==> src/rtl/smaesh_prng_reseed_ctrl.sv <==
// Reseed controller for the SMAesH PRNG: captures a seed on the arbiter's
// request, loads it into the PRNG core, discards a fixed number of warm-up
// steps, then gates PRNG advancement with a valid/ready handshake.
module smaesh_prng_reseed_ctrl #(
  parameter int unsigned SEED_W        = 80,
  parameter int unsigned WARMUP_CYCLES = 128
) (
  input  logic              clk,
  input  logic              rst,
  input  logic              start_reseed,
  input  logic [SEED_W-1:0] in_seed,
  output logic              prng_busy,
  output logic              prng_seeded,
  output logic              core_seed_load,
  output logic [SEED_W-1:0] core_seed,
  output logic              core_step,
  output logic              rnd_valid,
  input  logic              rnd_ready
);

  // Counter only has to hold WARMUP_CYCLES-1; keep at least one bit.
  localparam int unsigned CNT_W    = (WARMUP_CYCLES > 1) ? $clog2(WARMUP_CYCLES) : 1;
  localparam int unsigned CNT_INIT = (WARMUP_CYCLES > 0) ? (WARMUP_CYCLES - 1) : 0;

  typedef enum logic [1:0] {
    ST_UNSEEDED = 2'd0,
    ST_LOAD     = 2'd1,
    ST_WARMUP   = 2'd2,
    ST_READY    = 2'd3
  } state_t;

  state_t            state_q, state_d;
  logic [CNT_W-1:0]  cnt_q, cnt_d;
  logic [SEED_W-1:0] seed_q, seed_d;
  logic              busy_q, busy_d;
  logic              seeded_q, seeded_d;
  logic              load_q, load_d;

  // Next-state, counter, seed register and next registered-output values.
  always_comb begin
    state_d = state_q;
    cnt_d   = cnt_q;
    seed_d  = seed_q;
    case (state_q)
      ST_UNSEEDED, ST_READY: begin
        if (start_reseed) begin
          state_d = ST_LOAD;
          seed_d  = in_seed;
        end
      end
      ST_LOAD: begin
        // Seed residue is wiped as soon as the core has taken it.
        seed_d = '0;
        if (WARMUP_CYCLES > 0) begin
          state_d = ST_WARMUP;
          cnt_d   = CNT_W'(CNT_INIT);
        end else begin
          state_d = ST_READY;
        end
      end
      ST_WARMUP: begin
        if (cnt_q == '0) begin
          state_d = ST_READY;
        end else begin
          cnt_d = cnt_q - CNT_W'(1);
        end
      end
      default: begin
        state_d = ST_UNSEEDED;
      end
    endcase
    // Registered status follows the state being entered, so busy rises
    // the cycle after the request and stays glitch-free across LOAD->WARMUP.
    busy_d   = (state_d == ST_LOAD) || (state_d == ST_WARMUP);
    seeded_d = (state_d == ST_READY);
    load_d   = (state_d == ST_LOAD);
  end

  // State, counter, seed and status registers.
  always_ff @(posedge clk) begin
    if (rst) begin
      state_q  <= ST_UNSEEDED;
      cnt_q    <= '0;
      seed_q   <= '0;
      busy_q   <= 1'b0;
      seeded_q <= 1'b0;
      load_q   <= 1'b0;
    end else begin
      state_q  <= state_d;
      cnt_q    <= cnt_d;
      seed_q   <= seed_d;
      busy_q   <= busy_d;
      seeded_q <= seeded_d;
      load_q   <= load_d;
    end
  end

  assign prng_busy      = busy_q;
  assign prng_seeded    = seeded_q;
  assign core_seed_load = load_q;
  // Seed register is only non-zero while in LOAD.
  assign core_seed      = seed_q;

  assign rnd_valid = (state_q == ST_READY);
  assign core_step = (state_q == ST_WARMUP) || (rnd_valid && rnd_ready);

endmodule

==> config.mk <==
export PLATFORM = sky130hd
export DESIGN_NAME = smaesh_prng_reseed_ctrl
export DESIGN_NICKNAME = d
export VERILOG_FILES = /design/src/rtl/smaesh_prng_reseed_ctrl.sv
export SDC_FILE = /design/constraint.sdc
export NUM_CORES = 1
export LEC_CHECK = 0
export BUFFER_PORTS_ARGS = -buffer_cell sky130_fd_sc_hd__buf_2
export CORE_ASPECT_RATIO = 2
export CORE_MARGIN = 5
export CORE_UTILIZATION = 47
export CTS_BUF_LIST = sky130_fd_sc_hd__clkbuf_8
export DETAILED_ROUTE_END_ITERATION = 16
export GPL_ROUTABILITY_DRIVEN = 0
export GPL_TIMING_DRIVEN = 0
export PLACE_DENSITY = 0.93
export SLEW_MARGIN = 0
export SYNTH_ARGS = -nofsm -noshare
export SYNTH_HDL_FRONTEND = slang
export SYNTH_SLANG_ARGS = --single-unit
==> constraint.sdc <==
create_clock -name clk -period 2.2 [get_ports clk]
set_input_delay 0.55 -clock clk [delete_from_list [all_inputs] [get_ports clk]]
set_output_delay 0.55 -clock clk [all_outputs]
set_load 0.03 [all_outputs]
==> impl_metrics.env <==
export IMPL_grt_pass1_vias=3171
export IMPL_synth_most_common_cell="dfxtp_1"
export IMPL_fin_area_um2=4570
export IMPL_final_cells=621
export IMPL_rows=44
export IMPL_cts_tree="done"
export IMPL_path_max_fanout=10
export IMPL_synth_common_cells="dfxtp_1, nor2_1, a22oi_1, clkbuf_1, inv_1"
export IMPL_placed_area_um2=4340
export IMPL_portBuffers=167
export IMPL_power_density_nw_per_um2=1390
export IMPL_first_pass_iters=4
export IMPL_ys_warn_count=0
export IMPL_synth_seq_area_share_pct=54.3
export IMPL_synth_top_area_cell="dfxtp_1"
export IMPL_clk_pin_slew_ns=0.09
export IMPL_period_needed_ns=2.11
export IMPL_antenna_found_initial=0
export IMPL_grt_pass1_wl_mm=14.8
export IMPL_syn_inst=345
export IMPL_io_pins=169
export IMPL_max_cap_viol_count=0
export IMPL_vias=3236
export IMPL_clockBufferDepth=2
export IMPL_crit_path_end_kind="output pin"
export IMPL_slew_viol_final=0
export IMPL_p_leak_nw=2.23
export IMPL_max_freq_ghz=0.474
export IMPL_synth_area_leaders="dfxtp_1, a22oi_1, nor2_1, buf_6, ha_1"
export IMPL_dp_cells=604
export IMPL_die_w_um=70.1
export IMPL_routedWlPerCell_um=15.0
export IMPL_critical_path_arrival_ns=1.56
export IMPL_cts_buffers=9
export IMPL_cp_required_ns=1.65
export IMPL_overflow=0
export IMPL_synth_fp_nets=436
export IMPL_clock_sinks=92
export IMPL_drc=0
export IMPL_hold_class="in2reg"
export IMPL_relSlewSlack_pct=68.3
export IMPL_worstMarginPinSlew_ns=0.466
export IMPL_wirelength_mm=9.34
export IMPL_yosysTopAreaCellShare_pct=54.3
export IMPL_ant_nets=0
export IMPL_grt_use_total_pct=20.2
export IMPL_drive_above_1_share_pct=39.7
export IMPL_synth_edff_count=0
export IMPL_die_y_um=130
export IMPL_nFillCells=599
export IMPL_finClkSkew_ns=0.0141
export IMPL_final_nets=615
export IMPL_n_antenna_cell=0
export IMPL_drt_iter0_drc=152
export IMPL_synth_ff_latch_count=92
export IMPL_outcome="completed"
export IMPL_rsz0062_at_grt="no"
export IMPL_coreArea_um2=7160
export IMPL_finalSetupViolCount=0
export IMPL_vias_per_cell=5.21
export IMPL_place_hpwl_mm=7.10
export IMPL_finalHoldViolCount=0
export IMPL_initial_core_util_pct=47.4
export IMPL_syn_to_final_growth_pct=34.9
export IMPL_async_reset_ff_share_pct=0
export IMPL_netlist_area_um2=3390
export IMPL_grt_max_degree=16
export IMPL_syn_avg_cell_area_um2=9.83
export IMPL_synth_cell_type_count=38
export IMPL_synthFlopType="dfxtp_1"
export IMPL_critPathKind="reg2out"
export IMPL_max_vdd_ir_drop_mv=0.824
export IMPL_clock_root_buffer="clkbuf_8"
export IMPL_clock_latency_ns=0.35
export IMPL_fin_crit_sh_pct=96.0
export IMPL_die_area_um2=9120
export IMPL_start_kind="flip-flop"
export IMPL_h_tree_depth=3
report_power, final:
part           leakage [nW]  switching (mW)  total [mW]  internal (mW)
Sequential            0.754           0.242        2.28           2.04
Combinational          1.37            1.81        2.91           1.11
Clock                 0.110           0.562        1.15          0.589
flip-flops by register name, summed over array words and instances, names as in the netlist:
name            cells
core_seed_load      1
prng_seeded         1
prng_busy           1
core_seed          80
cnt_q               7
state_q             2
stage by stage:
| stage | TNS, ns | setup slack [ns] | hold WS, ns | util, % | power, mW |
|---|---|---|---|---|---|
| finish | 0 | 0.0881 | 0.439 | 63.9 | 6.35 |
| global route | 0 | 0.0106 | 0.426 | 63.9 | 6.74 |
| CTS | 0 | 0.0578 | 0.418 | 63.5 | 6.30 |
| detailed placement | -0.115 | -0.0346 | 0.479 | 60.7 | 5.14 |
| global placement | 0 | 0.0904 | 0.472 | 60.7 | 5.05 |
| floorplan | 0 | 0.452 | 0.479 | - | 4.35 |
final timing paths:
| kind | startpoint | endpoint | slack [ns] | cells after the start |
|---|---|---|---|---|
| max | state_q[0] | core_step | 0.09 | 5 |
| min | in_seed[66] | core_seed[66] | 0.44 | 3 |
| max reg2reg | state_q[0] | prng_busy | 0.18 | 8 |
| min reg2reg | core_seed[65] | core_seed[65] | 0.50 | 2 |
layer usage:
layer	track usage [%]	vias to the layer above	wire length [um]
met1	23.0	1485	3690
met2	33.5	161	4450
met4	7.56	0	103
li1	-	1585	-
met3	9.02	5	1090
met5	0	-	0
what timing repair did:
item	CTS	global route
setup endpoints to repair	12	57
setup buffers	0	2
resized for setup	0	4
hold buffers	0	0
gates cloned	0	0
critical path, stage by stage, from the launching register on:
cell and delay [ns]:
dfxtp_1 0.39, inv_1 0.06, ha_1 0.24, buf_2 0.19, a21o_1 0.16, buf_2 0.17
logic make-up (layout without fill, tap and decap cells):
| group | count (synthesis) | in the layout | synth area share, % |
|---|---|---|---|
| buf+inv | 39 | 223 | 6.90 |
| flops | 92 | 92 | 54.3 |
| fa+ha+maj | 7 | 7 | 2.58 |
| simple gates | 106 | 106 | 13.8 |
| mux | 1 | 1 | 0.406 |
| compound gates | 100 | 100 | 22.0 |
placed cells by master (no fill, tap or decap), drive strengths merged:
cell and n:
or4b 1, dfxtp 92, o21ai 2, and2 1, a31oi 4, a22oi 80, a41o 1, or2 1
a211o 1, or3b 1, bufinv 1, a22o 1, nor2 86, or4 1, nand2 5, nor2b 2
a2111oi 1, ha 7, o21a 1, a21boi 1, nand4bb 1, o2111ai 1, a21o 1, clkinv 3
a211oi 1, clkbuf 22, o221a 1, inv 11, a21oi 3, a311oi 1, buf 186, nor3 2
or3 1, nor4b 2, and3b 1, mux2i 1, nand2b 1
area by class of cell:
type	count	area, um^2	share of cell area (%)
Multi-Input combinational cell	214	1330	29.0
Clock inverter	5	57.6	1.26
Clock buffer	11	151	3.31
Timing Repair Buffer	169	851	18.6
Tap cell	92	115	2.52
Buffer	28	194	4.24
Inverter	10	37.5	0.821
Sequential cell	92	1840	40.3
Power figures use the tool's default switching activity.
